<file path="config.mk">
export PLATFORM = sky130hd
export DESIGN_NAME = uart_status_seg
export DESIGN_NICKNAME = d
export VERILOG_FILES = /design/src/rtl/seg_pkg.sv /design/src/rtl/seg_glyph_dec.sv /design/src/rtl/uart_status_seg.sv
export SDC_FILE = /design/constraint.sdc
export NUM_CORES = 1
export LEC_CHECK = 0
export ABC_AREA = 0
export BUFFER_PORTS_ARGS = -buffer_cell sky130_fd_sc_hd__buf_4
export CAP_MARGIN = 10
export CELL_PAD_IN_SITES_DETAIL_PLACEMENT = 0
export CELL_PAD_IN_SITES_GLOBAL_PLACEMENT = 1
export CORE_MARGIN = 2
export CORE_UTILIZATION = 25
export DETAILED_ROUTE_END_ITERATION = 8
export PLACE_DENSITY = 0.45
export SYNTH_ARGS = -nofsm -noshare
export SYNTH_HDL_FRONTEND = slang
export SYNTH_SLANG_ARGS = --single-unit
</file>
<file path="constraint.sdc">
create_clock -name sys_clk -period 6.1 [get_ports sys_clk]
set_input_delay 0.915 -clock sys_clk [delete_from_list [all_inputs] [get_ports sys_clk]]
set_output_delay 0.915 -clock sys_clk [all_outputs]
set_load 0.02 [all_outputs]
</file>
<file path="src/rtl/seg_pkg.sv">
// Shared types for the UART status display: FSM states and the 5-bit glyph
// code space understood by seg_glyph_dec.
package seg_pkg;

    typedef enum logic [1:0] {
        ST_IDLE,
        ST_LOAD,
        ST_DATA,
        ST_ERR
    } state_t;

    typedef logic [4:0] glyph_t;

    localparam glyph_t HEX0    = 5'd0;
    localparam glyph_t HEX1    = 5'd1;
    localparam glyph_t HEX2    = 5'd2;
    localparam glyph_t HEX3    = 5'd3;
    localparam glyph_t HEX4    = 5'd4;
    localparam glyph_t HEX5    = 5'd5;
    localparam glyph_t HEX6    = 5'd6;
    localparam glyph_t HEX7    = 5'd7;
    localparam glyph_t HEX8    = 5'd8;
    localparam glyph_t HEX9    = 5'd9;
    localparam glyph_t HEXA    = 5'd10;
    localparam glyph_t HEXB    = 5'd11;
    localparam glyph_t HEXC    = 5'd12;
    localparam glyph_t HEXD    = 5'd13;
    localparam glyph_t HEXE    = 5'd14;
    localparam glyph_t HEXF    = 5'd15;
    localparam glyph_t G_L     = 5'd16;
    localparam glyph_t G_O     = 5'd17;
    localparam glyph_t G_R     = 5'd18;
    localparam glyph_t G_BLANK = 5'd19;

    // Hex glyphs occupy codes 0..15, so a nibble maps straight across.
    function automatic glyph_t hex_glyph(input logic [3:0] nib);
        return {1'b0, nib};
    endfunction

endpackage

</file>
<file path="src/rtl/seg_glyph_dec.sv">
// Glyph code plus decimal point to active-low 7-segment pattern (bit7 = dp).
module seg_glyph_dec
    import seg_pkg::*;
(
    input  glyph_t      code,
    input  logic        dp,
    output logic [7:0]  seg
);

    logic [7:0] base;

    always_comb begin
        base = 8'hFF;
        case (code)
            HEX0:    base = 8'hC0;
            HEX1:    base = 8'hF9;
            HEX2:    base = 8'hA4;
            HEX3:    base = 8'hB0;
            HEX4:    base = 8'h99;
            HEX5:    base = 8'h92;
            HEX6:    base = 8'h82;
            HEX7:    base = 8'hF8;
            HEX8:    base = 8'h80;
            HEX9:    base = 8'h90;
            HEXA:    base = 8'h88;
            HEXB:    base = 8'h83;
            HEXC:    base = 8'hC6;
            HEXD:    base = 8'hA1;
            HEXE:    base = 8'h86;
            HEXF:    base = 8'h8E;
            G_L:     base = 8'hC7;
            G_O:     base = 8'hC0;
            G_R:     base = 8'hAF;
            default: base = 8'hFF;
        endcase
        seg = dp ? (base & 8'h7F) : base;
    end

endmodule

</file>
<file path="src/rtl/uart_status_seg.sv">
// Multiplexed 7-segment status display for the UART/FIR board: idle banner,
// load banner, live last-byte / byte-count view and an error message.
module uart_status_seg
    import seg_pkg::*;
#(
    parameter int NUM_DIGITS  = 6,
    parameter int SCAN_CYCLES = 50000,
    parameter int HOLD_CYCLES = 100000000,
    parameter int ALT_CYCLES  = 50000000
) (
    input  logic                  sys_clk,
    input  logic                  sys_rst,
    input  logic                  uart_en,
    input  logic                  rx_valid,
    input  logic [7:0]            rx_data,
    input  logic                  rx_err,
    output logic [NUM_DIGITS-1:0] sel,
    output logic [7:0]            seg_led
);

    localparam int SCAN_W = (SCAN_CYCLES > 1) ? $clog2(SCAN_CYCLES) : 1;
    localparam int HOLD_W = (HOLD_CYCLES > 1) ? $clog2(HOLD_CYCLES) : 1;
    localparam int ALT_W  = (ALT_CYCLES > 1) ? $clog2(ALT_CYCLES) : 1;
    localparam int DIG_W  = $clog2(NUM_DIGITS);

    localparam logic [SCAN_W-1:0] SCAN_LAST = SCAN_W'(SCAN_CYCLES - 1);
    localparam logic [HOLD_W-1:0] HOLD_LAST = HOLD_W'(HOLD_CYCLES - 1);
    localparam logic [ALT_W-1:0]  ALT_LAST  = ALT_W'(ALT_CYCLES - 1);
    localparam logic [DIG_W-1:0]  DIG_LAST  = DIG_W'(NUM_DIGITS - 1);

    logic                  sync1_q, sync1_d, sync2_q, sync2_d, edge_q, edge_d;
    logic [SCAN_W-1:0]     scan_q, scan_d;
    logic [NUM_DIGITS-1:0] sel_q, sel_d;
    logic [DIG_W-1:0]      dig_q, dig_d;
    state_t                state_q, state_d;
    logic [HOLD_W-1:0]     hold_q, hold_d;
    logic [ALT_W-1:0]      alt_cnt_q, alt_cnt_d;
    logic                  alt_q, alt_d;
    logic [7:0]            last_byte_q, last_byte_d;
    logic [7:0]            byte_cnt_q, byte_cnt_d;
    logic                  dp_tog_q, dp_tog_d;
    logic [7:0]            seg_q, seg_d;

    logic        rise, tick, dp_on;
    logic [31:0] dig_idx;
    glyph_t      glyph;
    logic [7:0]  dec_seg;

    assign rise    = sync2_q & ~edge_q;
    assign tick    = (scan_q == SCAN_LAST);
    assign dig_idx = 32'(dig_q);

    always_comb begin
        sync1_d = uart_en;
        sync2_d = sync1_q;
        edge_d  = sync2_q;

        scan_d = tick ? '0 : scan_q + SCAN_W'(1);
        sel_d  = sel_q;
        dig_d  = dig_q;
        if (tick) begin
            if (&sel_q) begin
                sel_d = {1'b0, {(NUM_DIGITS-1){1'b1}}};
                dig_d = '0;
            end else begin
                sel_d = {sel_q[0], sel_q[NUM_DIGITS-1:1]};
                dig_d = (dig_q == DIG_LAST) ? '0 : dig_q + DIG_W'(1);
            end
        end

        last_byte_d = last_byte_q;
        byte_cnt_d  = byte_cnt_q;
        dp_tog_d    = dp_tog_q;
        if (rx_valid) begin
            last_byte_d = rx_data;
            byte_cnt_d  = byte_cnt_q + 8'd1;
            dp_tog_d    = ~dp_tog_q;
        end
    end

    always_comb begin
        state_d   = state_q;
        hold_d    = hold_q;
        alt_cnt_d = alt_cnt_q;
        alt_d     = alt_q;
        if (rx_err) begin
            state_d = ST_ERR;
            hold_d  = '0;
        end else if (rise && state_q != ST_ERR) begin
            state_d = ST_LOAD;
            hold_d  = '0;
        end else begin
            case (state_q)
                ST_LOAD: begin
                    if (hold_q == HOLD_LAST) begin
                        state_d = ST_DATA;
                        hold_d  = '0;
                    end else begin
                        hold_d = hold_q + HOLD_W'(1);
                    end
                end
                ST_ERR: begin
                    if (hold_q == HOLD_LAST) begin
                        state_d = ST_IDLE;
                        hold_d  = '0;
                    end else begin
                        hold_d = hold_q + HOLD_W'(1);
                    end
                end
                ST_IDLE: begin
                    if (alt_cnt_q == ALT_LAST) begin
                        alt_cnt_d = '0;
                        alt_d     = ~alt_q;
                    end else begin
                        alt_cnt_d = alt_cnt_q + ALT_W'(1);
                    end
                end
                default: ;
            endcase
        end
        // Alternation restarts from "ELEC" every time IDLE is (re)entered.
        if (!(state_q == ST_IDLE && state_d == ST_IDLE)) begin
            alt_cnt_d = '0;
            alt_d     = 1'b0;
        end
    end

    always_comb begin
        glyph = G_BLANK;
        dp_on = 1'b0;
        case (state_q)
            ST_IDLE: begin
                case (dig_idx)
                    0: glyph = alt_q ? HEX5 : HEXE;
                    1: glyph = alt_q ? HEX5 : G_L;
                    2: glyph = alt_q ? HEX5 : HEXE;
                    3: glyph = alt_q ? HEX2 : HEXC;
                    default: glyph = G_BLANK;
                endcase
            end
            ST_LOAD: begin
                case (dig_idx)
                    0: glyph = G_L;
                    1: glyph = G_O;
                    2: glyph = HEXA;
                    3: glyph = HEXD;
                    4: glyph = HEXE;
                    5: glyph = HEXD;
                    default: glyph = G_BLANK;
                endcase
            end
            ST_DATA: begin
                case (dig_idx)
                    0: glyph = G_R;
                    2: glyph = hex_glyph(last_byte_q[7:4]);
                    3: begin
                        glyph = hex_glyph(last_byte_q[3:0]);
                        dp_on = dp_tog_q;
                    end
                    4: glyph = (NUM_DIGITS >= 6) ? hex_glyph(byte_cnt_q[7:4]) : G_BLANK;
                    5: glyph = (NUM_DIGITS >= 6) ? hex_glyph(byte_cnt_q[3:0]) : G_BLANK;
                    default: glyph = G_BLANK;
                endcase
            end
            ST_ERR: begin
                case (dig_idx)
                    0: glyph = HEXE;
                    1: glyph = G_R;
                    2: glyph = G_R;
                    default: glyph = G_BLANK;
                endcase
            end
            default: glyph = G_BLANK;
        endcase
    end

    seg_glyph_dec u_dec (
        .code (glyph),
        .dp   (dp_on),
        .seg  (dec_seg)
    );

    assign seg_d = (&sel_q) ? 8'hFF : dec_seg;

    always_ff @(posedge sys_clk or posedge sys_rst) begin
        if (sys_rst) begin
            sync1_q     <= 1'b0;
            sync2_q     <= 1'b0;
            edge_q      <= 1'b0;
            scan_q      <= '0;
            sel_q       <= '1;
            dig_q       <= '0;
            state_q     <= ST_IDLE;
            hold_q      <= '0;
            alt_cnt_q   <= '0;
            alt_q       <= 1'b0;
            last_byte_q <= '0;
            byte_cnt_q  <= '0;
            dp_tog_q    <= 1'b0;
            seg_q       <= '1;
        end else begin
            sync1_q     <= sync1_d;
            sync2_q     <= sync2_d;
            edge_q      <= edge_d;
            scan_q      <= scan_d;
            sel_q       <= sel_d;
            dig_q       <= dig_d;
            state_q     <= state_d;
            hold_q      <= hold_d;
            alt_cnt_q   <= alt_cnt_d;
            alt_q       <= alt_d;
            last_byte_q <= last_byte_d;
            byte_cnt_q  <= byte_cnt_d;
            dp_tog_q    <= dp_tog_d;
            seg_q       <= seg_d;
        end
    end

    assign sel     = sel_q;
    assign seg_led = seg_q;

endmodule
</file>
# Yosys cells after proc, flatten, opt, wreduce, memory -nomap -nowiden
# Memory sizes are Yosys's and may differ from the RTL's.
# Cells that the tools add are included.
# Widths: inputs -> output; s select.
[op_classes]
muxes = 35
bitwise_logic = 4
eq_ne = 16
add_sub_neg = 5
reduce_logical = 13
[ops]
columns = ["op", "count"]
rows = [
  ["$mux 26", 5],
  ["$mux 27", 4],
  ["$pmux 5 s5", 2],
  ["$logic_not 32->1", 1],
  ["$add 27x1->27 const B", 1],
  ["$eq 27x27->1 const B", 1],
  ["$add 26x1->26 const B", 1],
  ["$eq 26x26->1 const B", 1],
  ["$pmux 5 s4", 1],
  ["$add 16x1->16 const B", 1],
  ["$eq 16x16->1 const B", 1],
  ["$mux 16", 1],
  ["$mux 8", 2],
  ["$pmux 5 s3", 1],
  ["$ne 2x2->1 const B", 5],
  ["$pmux 5 s2", 1],
  ["$add 8x1->8 const B", 1],
  ["$mux 2", 4],
  ["$mux 4", 2],
  ["$reduce_or 2->1", 4],
  ["$mux 1", 7],
  ["$eq 3x2->1 const B", 2],
  ["$eq 3x3->1 const B", 2],
  ["$mux 3", 2],
  ["15 further kinds", 20],
]
[word_totals]
mem_bits_ro = 224
out_inout_bits = 14
elab_cells = 88
input_bits = 13
memories = 1
register_bits = 109
[memory_table]
columns = ["name", "words", "width", "read_ports", "rd_ports_with_merged_regs", "write_ports", "line_no", "text"]
rows = [
  ["(name not given)", 32, 7, 1, 0, 0, "seg_glyph_dec.sv:14", "case (code)"],
]

# Longest topological paths before layout
[logic_depth]
ltp_word = 9
depth_mapped = 15
ltp_nobuf = 13

# Cells and area by module
# Synthesis repeated with hierarchy kept, for this count alone.
[unflattened]
hier_cells = 604
hier_area_um2 = 5836.8
[by_module_without_submodules]
columns = ["mod", "cells_each", "area_each_um2", "seq_area_each_um2", "instances"]
rows = [
  ["uart_status_seg", 552, 5420.2, 2745.1, 1],
  ["seg_glyph_dec", 52, 416.6, 0.0, 1],
]

# Worst setup path before layout
# No wires, ideal clock.
[synth_timing]
kind = "flip-flop to flip-flop"
startpoint = "reg dig_q[0]"
endpoint = "reg seg_q[3] (netlist: seg_led[3])"
path_stages_with_launch = 13
t_required_ps = 6018
path_slack_ps = 3271
setup_time_ps = 82
arrival_ps = 2747
path_cell_list = "dfrtp_1 buf_4 inv_1 nor2_1 ha_1 clkbuf_1 nor2_1 a211oi_1 o21ai_1 a22oi_1 ha_1 mux4_2 o211ai_1"
[synth_between]
elab_chain_len = 7
elab_cells_between_ends = 17
[synth_lines]
columns = ["item", "line_no", "text"]
rows = [
  ["start, declared", "uart_status_seg.sv:34", "logic [DIG_W-1:0] dig_q, dig_d;"],
  ["start signal, assigned", "uart_status_seg.sv:207", "dig_q <= dig_d;"],
  ["$logic_not 32->1, or another cell as far along", "--", ""],
  ["$reduce_or 2->1 (no source line)", "--", ""],
  ["$pmux 5 s3, or another cell as far along", "uart_status_seg.sv:133", "case (dig_idx)"],
  ["$pmux 5 s4 *", "uart_status_seg.sv:131", "case (state_q)"],
  ["$mem_v2 32x7 *", "--", ""],
  ["$mux 8 *", "seg_glyph_dec.sv:36", "seg = dp ? (base & 8'h7F) : base;"],
  ["$mux 8 *", "uart_status_seg.sv:183", "assign seg_d = (&sel_q) ? 8'hFF : dec_seg;"],
  ["via seg_d[3]", "uart_status_seg.sv:42", "logic [7:0] seg_q, seg_d;"],
  ["end signal, assigned", "uart_status_seg.sv:215", "seg_q <= seg_d;"],
  ["end, declared", "uart_status_seg.sv:42", ""],
]
# The timed path passes the listed nets; every way through them passes the cells marked *.
# A chain may end at the register's enable or synchronous reset.

# Final worst setup path
# Same ends and word-level chain as after synthesis.

==> reports/metrics.cfg <==
[detailed_routing]
post_drt_via_cell_ratio = 4.65
wirelength_um = 14100
first_iter_violations = 224
routedWlPerCell_um = 14.7
num_vias = 4450
drc = 0
ant_nets = 0
first_pass_iters = 4

[clock_network]
cts_buffers = 9
cts.reportedPaths.clkPinSlew_ns = 0.07
clock_sinks = 109
clock_latency_ns = 0.35
root_buffer = clkbuf_16
post_cts_buffers = 0
cts_hold_buf = 0
clock_path_buffers = 2
cts_tree = yes
cts_max_level = 3
cts_resized = 0

[worst_setup_path]
crit_path_max_fanout = 21
cp-startpoint = dig_q[0]$_DFFE_PP0N_
path_class = reg2reg
cp-end-kind = flip-flop
slowest_delay_ns = 0.80
path_delay_family = compound AO/OA/AOI/OAI gates
crit_buf_inv = 1
critPathRequiredTime_ns = 6.37
rr_startpoint = dig_q[0]$_DFFE_PP0N_
path_cells = inv_1 > nor2_1 > ha_1 > nor2_1 > a211oi_1 > o21ai_1 > a22oi_1 > ha_1 > mux4_2 > o211ai_1
cp_slowest_cell = dfrtp_1
start_kind = flip-flop
arrival_ns = 3.86

[floorplanning]
boundaryPins = 27
start_util_pct = 25.3
die_h_um = 157
dieWidth_um = 157
rows = 56
core_um2 = 23300
dieArea_um2 = 24800

[finish]
layout_commonest_cell = dfrtp_1
final_nets = 660
diodes = 0
nFillCells = 2480
drive_gt1_share_pct = 13.5
syn_to_final_growth_pct = 14.2
final_cell_mix = dfrtp_1 (95), nor2_1 (77), nand2_1 (71)
stdcell_area_um2 = 6720

[sta]
finClkSkew_ns = 0.00816
fmax_mhz = 279
relSlewSlack_pct = 38.3
worst_pin_slew_ns = 0.925
hold_viol_final = 0
rsz0062_at_grt = false
fin_crit_sh_pct = 58.8
maxSlewViolCount = 0
tns_ns = 0
setup_viol = 0
finalCriticalPeriod_ns = 3.59

[grt]
grt.busiest_layer = met2
antenna_found_initial = 0
grt_overflow = 0
use_met2_pct = 20.3
grt_pass1_wl_um = 24100
grt_max_degree = 68
grtUsageTotal_pct = 12.3
grtUsageMet3_pct = 1.76
grt_pass1_vias = 4597
use_met1_pct = 16.2

[power_and_ir_drop]
ir_drop_mv = 0.155
p_leak_nw = 2.70
power_density_nw_per_um2 = 230

[logic_synthesis]
yosysSeqAreaShare_pct = 46.6
synth.avg_cell_area_um2 = 9.51
async_flop_share_pct = 100
synth_edf_count = 0
netlist_instances = 619
synthFlopType = dfrtp_1
synth_seq_cells = 109
yosys_warnings = 0
synth_area_um2 = 5890
synth_cell_types = 70
synthesis.nets = 645

[worst_hold_path]
min_from = edge_d$_DFF_PP0_
hold_path.class = reg2reg

[placement]
placed_area_um2 = 6390
port_buffers = 26
place_hpwl_um = 9890
gp_congestion = 0.813

[outcome]
outcome = completed

[job]
drv_cap = 0

## per-layer routing
| layer | part of all wire, % | routed length, um |
|---|---|---|
| met4 | 1.7 | 233 |
| met3 | 2.5 | 355 |
| met5 | 0 | 0 |
| met2 | 48 | 6720 |
| met1 | 48 | 6770 |
## area by class of cell
class | instances | area, um2 | share of cell area (%)
inverters | 16 | 62.6 | 0.930
repair buffers | 29 | 218 | 3.24
multi-input cells | 469 | 2970 | 44.1
clock buffers | 12 | 256 | 3.81
well taps | 319 | 399 | 5.94
flip-flops and latches | 109 | 2750 | 40.8
clock inverters | 4 | 77.6 | 1.15
## registers in the layout (all words and copies together), names as in the netlist
name,flops
dp_tog_q,1
sync1_q,1
alt_cnt_q,26
alt_q,1
edge_d,1
state_q,2
sel,6
edge_q,1
dig_q,3
hold_q,27
last_byte_q,8
byte_cnt_q,8
seg_led,8
scan_q,16
## per-stage QoR
| stage | util [%] | instances | setup WS (ns) | hold slack [ns] | power [mW] |
|---|---|---|---|---|---|
| floorplan | - | 619 | 2.33 | 0.331 | 0.858 |
| detailed placement | 27.5 | 942 | 2.57 | 0.355 | 0.895 |
| finish | 28.9 | 958 | 2.51 | 0.367 | 1.55 |
| global placement | 27.5 | 942 | 2.66 | 0.356 | 0.892 |
| global route | 28.9 | 958 | 2.16 | 0.379 | 1.63 |
| CTS | 28.9 | 958 | 2.54 | 0.373 | 1.59 |
## Yosys cell counts (all sizes together), types with 11 or more instances
cell type / n / area [um2]
inv: 16 / 60.1
clkbuf: 13 / 48.8
ha: 13 / 163
dfrtp: 95 / 2380
mux2: 11 / 128
xnor2: 21 / 184
a21oi: 18 / 93.8
nand2: 72 / 273
nor3: 13 / 65.1
nand4: 22 / 138
buf: 12 / 72.6
dfstp: 14 / 368
o21ai: 36 / 180
xor2: 40 / 350
nor2: 80 / 308
nand3: 29 / 145
## cells by family after synthesis
family / share of synthesized area, %
mux: 3.06
simple gates: 23.3
xor+xnor: 9.08
flops: 46.6
compound gates: 12.1
fa+ha+maj: 2.76
buf+inv: 3.08
## report_power, final
part           switching [mW]  internal, mW  total, mW
sequential             0.0382         0.757      0.795
clock                   0.284         0.386      0.670
combinational          0.0407        0.0410     0.0817
total                   0.363          1.18       1.55
## final timing paths
path,to,cells past startpoint,slack (ns)
hold reg to reg,edge_q$_DFF_PP0_,0,0.37
setup reg to reg,seg_led[3]$_DFF_PP1_,10,2.51
setup / recovery,seg_led[3]$_DFF_PP1_,10,2.51
hold / removal,edge_q$_DFF_PP0_,0,0.37
max in group asynchronous,alt_cnt_q[1]$_DFFE_PP0P_,3,4.26
min in group asynchronous,hold_q[10]$_DFFE_PP0P_,2,0.74
Note: power is estimated with default switching activity, not from simulation.
